`src/rtl/turf_bus_pkg.sv`:
```
// Shared types and constants for the TURF register bus responder.
// State encoding, bus geometry and the bank field position.
package turf_bus_pkg;

  localparam int TURF_ADDR_W = 8;
  localparam int TURF_BYTES  = 4;
  localparam int BANK_MSB    = 7;
  localparam int BANK_LSB    = 6;

  typedef enum logic [2:0] {
    ST_IDLE,
    ST_WDATA,
    ST_RWAIT,
    ST_RDATA,
    ST_DONE
  } turf_state_e;

endpackage

```
`src/rtl/turf_bus_shreg.sv`:
```
// 32-bit byte shift register shared by the read and write paths.
// Ports: i_load/i_load_dat parallel load, i_shift/i_sin LSB-first shift, o_q contents.
module turf_bus_shreg (
  input  logic        i_clk,
  input  logic        i_rst_n,
  input  logic        i_load,
  input  logic [31:0] i_load_dat,
  input  logic        i_shift,
  input  logic [7:0]  i_sin,
  output logic [31:0] o_q
);

  logic [31:0] r_q;

  always_ff @(posedge i_clk) begin
    if (!i_rst_n) begin
      r_q <= '0;
    end else if (i_load) begin
      r_q <= i_load_dat;
    end else if (i_shift) begin
      r_q <= {i_sin, r_q[31:8]};
    end
  end

  assign o_q = r_q;

endmodule

```
`src/rtl/turf_bus_responder.sv`:
```
// TURF-end responder: byte-wide TURF bus to 32-bit register strobes.
// Ports: ncs/wnr/dio bus side, reg_* register side, busy_o, abort_cnt_o.
module turf_bus_responder
  import turf_bus_pkg::*;
#(
  parameter int RD_LATENCY     = 1,
  parameter int ABORT_CNT_BITS = 8
) (
  input  logic                      clk_i,
  input  logic                      rst_n_i,
  input  logic                      ncs_i,
  input  logic                      wnr_i,
  input  logic [7:0]                dio_i,
  output logic [7:0]                dio_o,
  output logic                      dio_oe_o,
  output logic [TURF_ADDR_W-1:0]    reg_addr_o,
  output logic                      reg_wr_o,
  output logic [31:0]               reg_dat_o,
  output logic                      reg_rd_o,
  input  logic [31:0]               reg_dat_i,
  output logic                      busy_o,
  output logic [ABORT_CNT_BITS-1:0] abort_cnt_o
);

  localparam logic [1:0] LAST_BYTE = 2'(TURF_BYTES - 1);
  localparam logic [1:0] LAT_LAST  = 2'(RD_LATENCY);

  turf_state_e               r_state;
  logic [1:0]                r_byte_cnt;
  logic [1:0]                r_lat_cnt;
  logic                      r_oe;
  logic                      r_wr;
  logic                      r_rd;
  logic [TURF_ADDR_W-1:0]    r_addr;
  logic [31:0]               r_dat;
  logic [ABORT_CNT_BITS-1:0] r_abort_cnt;

  logic                      w_abort;
  logic                      w_sr_load;
  logic                      w_sr_shift;
  logic [31:0]               w_sr_q;
  logic [TURF_ADDR_W-1:0]    w_cap_addr;

  assign w_cap_addr = {dio_i[BANK_MSB:BANK_LSB], dio_i[BANK_LSB-1:0]};

  // ncs high in any mid-transaction state ends it early
  assign w_abort = ncs_i && (r_state == ST_WDATA ||
                             r_state == ST_RWAIT ||
                             r_state == ST_RDATA);

  assign w_sr_load  = !ncs_i && r_state == ST_RWAIT &&
                      r_lat_cnt == LAT_LAST;
  assign w_sr_shift = !ncs_i &&
                      (r_state == ST_WDATA ||
                       (r_state == ST_RDATA && r_byte_cnt != LAST_BYTE));

  turf_bus_shreg u_shreg (
    .i_clk      (clk_i),
    .i_rst_n    (rst_n_i),
    .i_load     (w_sr_load),
    .i_load_dat (reg_dat_i),
    .i_shift    (w_sr_shift),
    .i_sin      (dio_i),
    .o_q        (w_sr_q)
  );

  always_ff @(posedge clk_i) begin
    if (!rst_n_i) begin
      r_state     <= ST_IDLE;
      r_byte_cnt  <= '0;
      r_lat_cnt   <= '0;
      r_oe        <= 1'b0;
      r_wr        <= 1'b0;
      r_rd        <= 1'b0;
      r_addr      <= '0;
      r_dat       <= '0;
      r_abort_cnt <= '0;
    end else begin
      r_wr <= 1'b0;
      r_rd <= 1'b0;
      if (w_abort && r_abort_cnt != '1) begin
        r_abort_cnt <= r_abort_cnt + 1'b1;
      end
      unique case (r_state)
        ST_IDLE: begin
          if (!ncs_i) begin
            r_addr     <= w_cap_addr;
            r_byte_cnt <= '0;
            r_lat_cnt  <= '0;
            if (wnr_i) begin
              r_state <= ST_WDATA;
            end else begin
              r_rd    <= 1'b1;
              r_state <= ST_RWAIT;
            end
          end
        end
        ST_WDATA: begin
          if (ncs_i) begin
            r_state <= ST_IDLE;
          end else begin
            r_byte_cnt <= r_byte_cnt + 2'd1;
            if (r_byte_cnt == LAST_BYTE) begin
              // last byte goes straight from the bus into the held copy
              r_dat   <= {dio_i, w_sr_q[31:8]};
              r_wr    <= 1'b1;
              r_state <= ST_DONE;
            end
          end
        end
        ST_RWAIT: begin
          if (ncs_i) begin
            r_state <= ST_IDLE;
          end else if (r_lat_cnt == LAT_LAST) begin
            r_oe       <= 1'b1;
            r_byte_cnt <= '0;
            r_state    <= ST_RDATA;
          end else begin
            r_lat_cnt <= r_lat_cnt + 2'd1;
          end
        end
        ST_RDATA: begin
          if (ncs_i) begin
            r_oe    <= 1'b0;
            r_state <= ST_IDLE;
          end else if (r_byte_cnt == LAST_BYTE) begin
            r_oe    <= 1'b0;
            r_state <= ST_DONE;
          end else begin
            r_byte_cnt <= r_byte_cnt + 2'd1;
          end
        end
        ST_DONE: begin
          if (ncs_i) begin
            r_state <= ST_IDLE;
          end
        end
        default: begin
          r_oe    <= 1'b0;
          r_state <= ST_IDLE;
        end
      endcase
    end
  end

  assign dio_o       = w_sr_q[7:0];
  assign dio_oe_o    = r_oe;
  assign reg_addr_o  = r_addr;
  assign reg_wr_o    = r_wr;
  assign reg_dat_o   = r_dat;
  assign reg_rd_o    = r_rd;
  assign busy_o      = (r_state != ST_IDLE);
  assign abort_cnt_o = r_abort_cnt;

endmodule
```
`config.mk`:
```
export PLATFORM = sky130hd
export DESIGN_NAME = turf_bus_responder
export DESIGN_NICKNAME = d
export VERILOG_FILES = /design/src/rtl/turf_bus_pkg.sv /design/src/rtl/turf_bus_shreg.sv /design/src/rtl/turf_bus_responder.sv
export SDC_FILE = /design/constraint.sdc
export NUM_CORES = 1
export LEC_CHECK = 0
export ABC_AREA = 1
export BUFFER_PORTS_ARGS = -buffer_cell sky130_fd_sc_hd__buf_2
export CAP_MARGIN = 20
export CORE_MARGIN = 5
export CORE_UTILIZATION = 36
export DETAILED_ROUTE_END_ITERATION = 7
export GPL_ROUTABILITY_DRIVEN = 0
export GPL_TIMING_DRIVEN = 0
export HOLD_SLACK_MARGIN = 0.1
export PLACE_DENSITY = 0.67
export SLEW_MARGIN = 10
export SYNTH_ARGS = -nofsm -noshare
export SYNTH_HDL_FRONTEND = slang
export SYNTH_HIERARCHICAL = 1
export SYNTH_SLANG_ARGS = --single-unit
```
`constraint.sdc`:
```
create_clock -name clk_i -period 2.9 [get_ports clk_i]
set_input_delay 0.58 -clock clk_i [delete_from_list [all_inputs] [get_ports clk_i]]
set_output_delay 0.58 -clock clk_i [all_outputs]
set_load 0.02 [all_outputs]
```
==> results.yml <==
cts:
  cts_resized: 0
  numCtsBuffers: 9
  cts.clk_slew.worst_paths_ns: 0.06
  cts_setup_buffers: 0
  cts_hold_buffers: 0
  htree_levels: 3
  cts_tree: "built"
  root_buffer: "clkbuf_16"
  clock-sinks: 90
  worstSkewPairLatency_ns: 0.34
  cts.path.max_buffers: 2
sta:
  finalCritPeriodShare_pct: 63.93
  period_needed_ns: 1.854
  finalSetupViolCount: 0
  whs_ns: 0.4404
  slew_headroom_pct: 68.73
  max_freq_ghz: 0.5394
  skew_ns: 0.005442
  rsz0062_at_grt: "no"
  finalMaxSlewViolations: 0
  worst_slew_pin_slew_ns: 0.4690
  hold_viol: 0
  fin_setup_tns_ns: 0
setup_path:
  crit_required_ns: 2.32
  start_kind: "flop"
  cp_cell_sequence: "buf_6 -> nor2_1 -> nand2_1 -> buf_2"
  slowest_stage: "dfxtp_1"
  path_class: "reg -> out"
  crit_buf_inv: 2
  path_max_fanout: 8
  arrival_ns: 1.27
  critical-path-max-stage-delay_ns: 0.31
  cp-end-kind: "output port"
  crit_family: "simple AND/OR/NAND/NOR gates"
floorplan:
  rows: 39
  fp.dieW_um: 116.9
  dieArea_um2: 13660
  num_io_pins: 104
  core-area_um2: 11320
  die_height_um: 116.9
  initial_utilization_pct: 36.33
yosys:
  netlist-cell-type-count: 27
  synth.avg_cell_area_um2: 6.935
  syn_nets: 640
  ys_seq_area_share_pct: 43.81
  netlist_instances: 593
  ys_warn_count: 6
  netlist_area_um2: 4113
  ys_seq_elements: 90
final_layout:
  drive_gt1_share_pct: 21.44
  final_cell_mix: "172 x nand2_1, 108 x buf_2, 92 x inv_1, 90 x dfxtp_1, 71 x a21oi_1"
  fin_nets: 753
  area_growth_pct: 24.49
  n_fill_cell: 1199
  final_common_cell: "nand2_1"
run:
  maxCapViolCount: 0
global_route:
  grt.overflow.total: 0
  grt_max_degree: 15
  grt_pass1_vias: 3487
  antenna_found_initial: 1
  grt_pass1_wl_um: 17090
  grt.total_usage_pct: 16.07
placement:
  portBuffers: 102
  hpwl_um: 8226
route:
  drt_iter0_drc: 257
  ant_nets: 0
  wl_per_cell_um: 12.74
  dr.pass1.iters: 5
  routed_wl_um: 10870
  drc_errors: 0
  vias_per_cell: 4.560
  num_vias: 3890
status:
  status: "completed"
pwr:
  vdd_drop_max_v: 0.0004234
  power.leakage_nw: 2.464
  p_per_area_nw_per_um2: 596.0
hold_path:
  hold_class: "reg -> reg"
state kept, by name, summed over array words and instances, names as in the netlist:
name	flops
reg_rd_o	1
r_lat_cnt	2
reg_dat_o	32
r_state	3
reg_addr_o	8
u_shreg/o_q	32
abort_cnt_o	8
r_byte_cnt	2
dio_oe_o	1
reg_wr_o	1
stage by stage:
step           total power [mW]  utilization (%)  std cells  instance area (µm²)  setup WS (ns)
3_3_place_gp              1.830            42.42        838                 4802         0.9630
4_1_cts                   3.075            45.20        852                 5117          1.033
6_report                  3.051            45.23        853                 5120          1.046
5_1_grt                   3.194            45.23        853                 5120         0.8961
3_5_place_dp              1.831            42.42        838                 4802         0.9688
2_1_floorplan             1.686                -        593                 4113          1.198
kinds of logic (layout without fill, tap and decap cells):
logic type / after synthesis / in the layout / share of synthesized area (%)
buffers and inverters: 130 / 246 / 15.18
flip-flops: 90 / 90 / 43.81
XOR/XNOR: 1 / 1 / 0.2130
other: 0 / 1 / 0
AO/OA/AOI/OAI: 123 / 123 / 15.21
AND/OR/NAND/NOR: 246 / 246 / 24.67
adder cells (fa/ha/maj): 3 / 3 / 0.9128
where the power goes:
| group | total [mW] | leakage, nW | switching (mW) | internal (mW) |
|---|---|---|---|---|
| Combinational | 0.468 | 1.58 | 0.300 | 0.168 |
| Sequential | 1.34 | 0.728 | 0.0456 | 1.29 |
| Clock | 1.25 | 0.151 | 0.475 | 0.772 |
metal layers:
metal  GRT usage, %  wire length [µm]  vias to the layer above
met5              0                 0                        -
met4          6.116               181                        0
met3          3.548               607                       13
met2          24.31              4901                       99
met1          22.42              5175                     1705
li1               -                 -                     2073
synthesized netlist by cell type, drive strengths merged:
library cell / count / share of area, %
nand2: 173 / 16
inv: 95 / 8.7
dfxtp: 90 / 44
a21oi: 71 / 8.6
o21ai: 51 / 6.4
nand3: 37 / 4.6
nor2: 27 / 2.9
buf: 25 / 5.1
clkbuf: 9 / 1.3
nor3: 7 / 0.97
ha: 3 / 0.91
nand4: 2 / 0.30
clkinv: 1 / 0.091
o21bai: 1 / 0.18
xor2: 1 / 0.21
area by class of cell:
class | count | area (µm²) | area share, %
repair buffers | 102 | 510.5 | 9.971
flip-flops and latches | 90 | 1802 | 35.19
diodes | 1 | 2.502 | 0.04888
inverters | 96 | 360.3 | 7.038
multi-input cells | 373 | 1687 | 32.94
well taps | 143 | 178.9 | 3.495
clock inverters | 4 | 76.32 | 1.491
plain buffers | 34 | 264.0 | 5.156
clock buffers | 10 | 239.0 | 4.668
final timing paths:
kind         slack (ns)          start  cells after the start         endpoint
max reg2reg        1.11     r_state[2]                     11  u_shreg/o_q[19]
max                1.05     r_state[2]                      4           busy_o
min reg2reg        0.44  reg_dat_o[30]                      2    reg_dat_o[30]
min                0.44  reg_dat_o[30]                      2    reg_dat_o[30]
worst reg2reg max path: stages (launching register included):
cell     delay (ns)
dfxtp_1        0.31
buf_6          0.13
inv_1          0.10
nand2_1        0.10
nor2_1         0.17
nand3_1        0.15
inv_1          0.10
buf_6          0.14
buf_2          0.23
nand2_1        0.10
nand2_1        0.07
a21oi_1        0.05
Note: power is estimated with default switching activity, not from simulation.
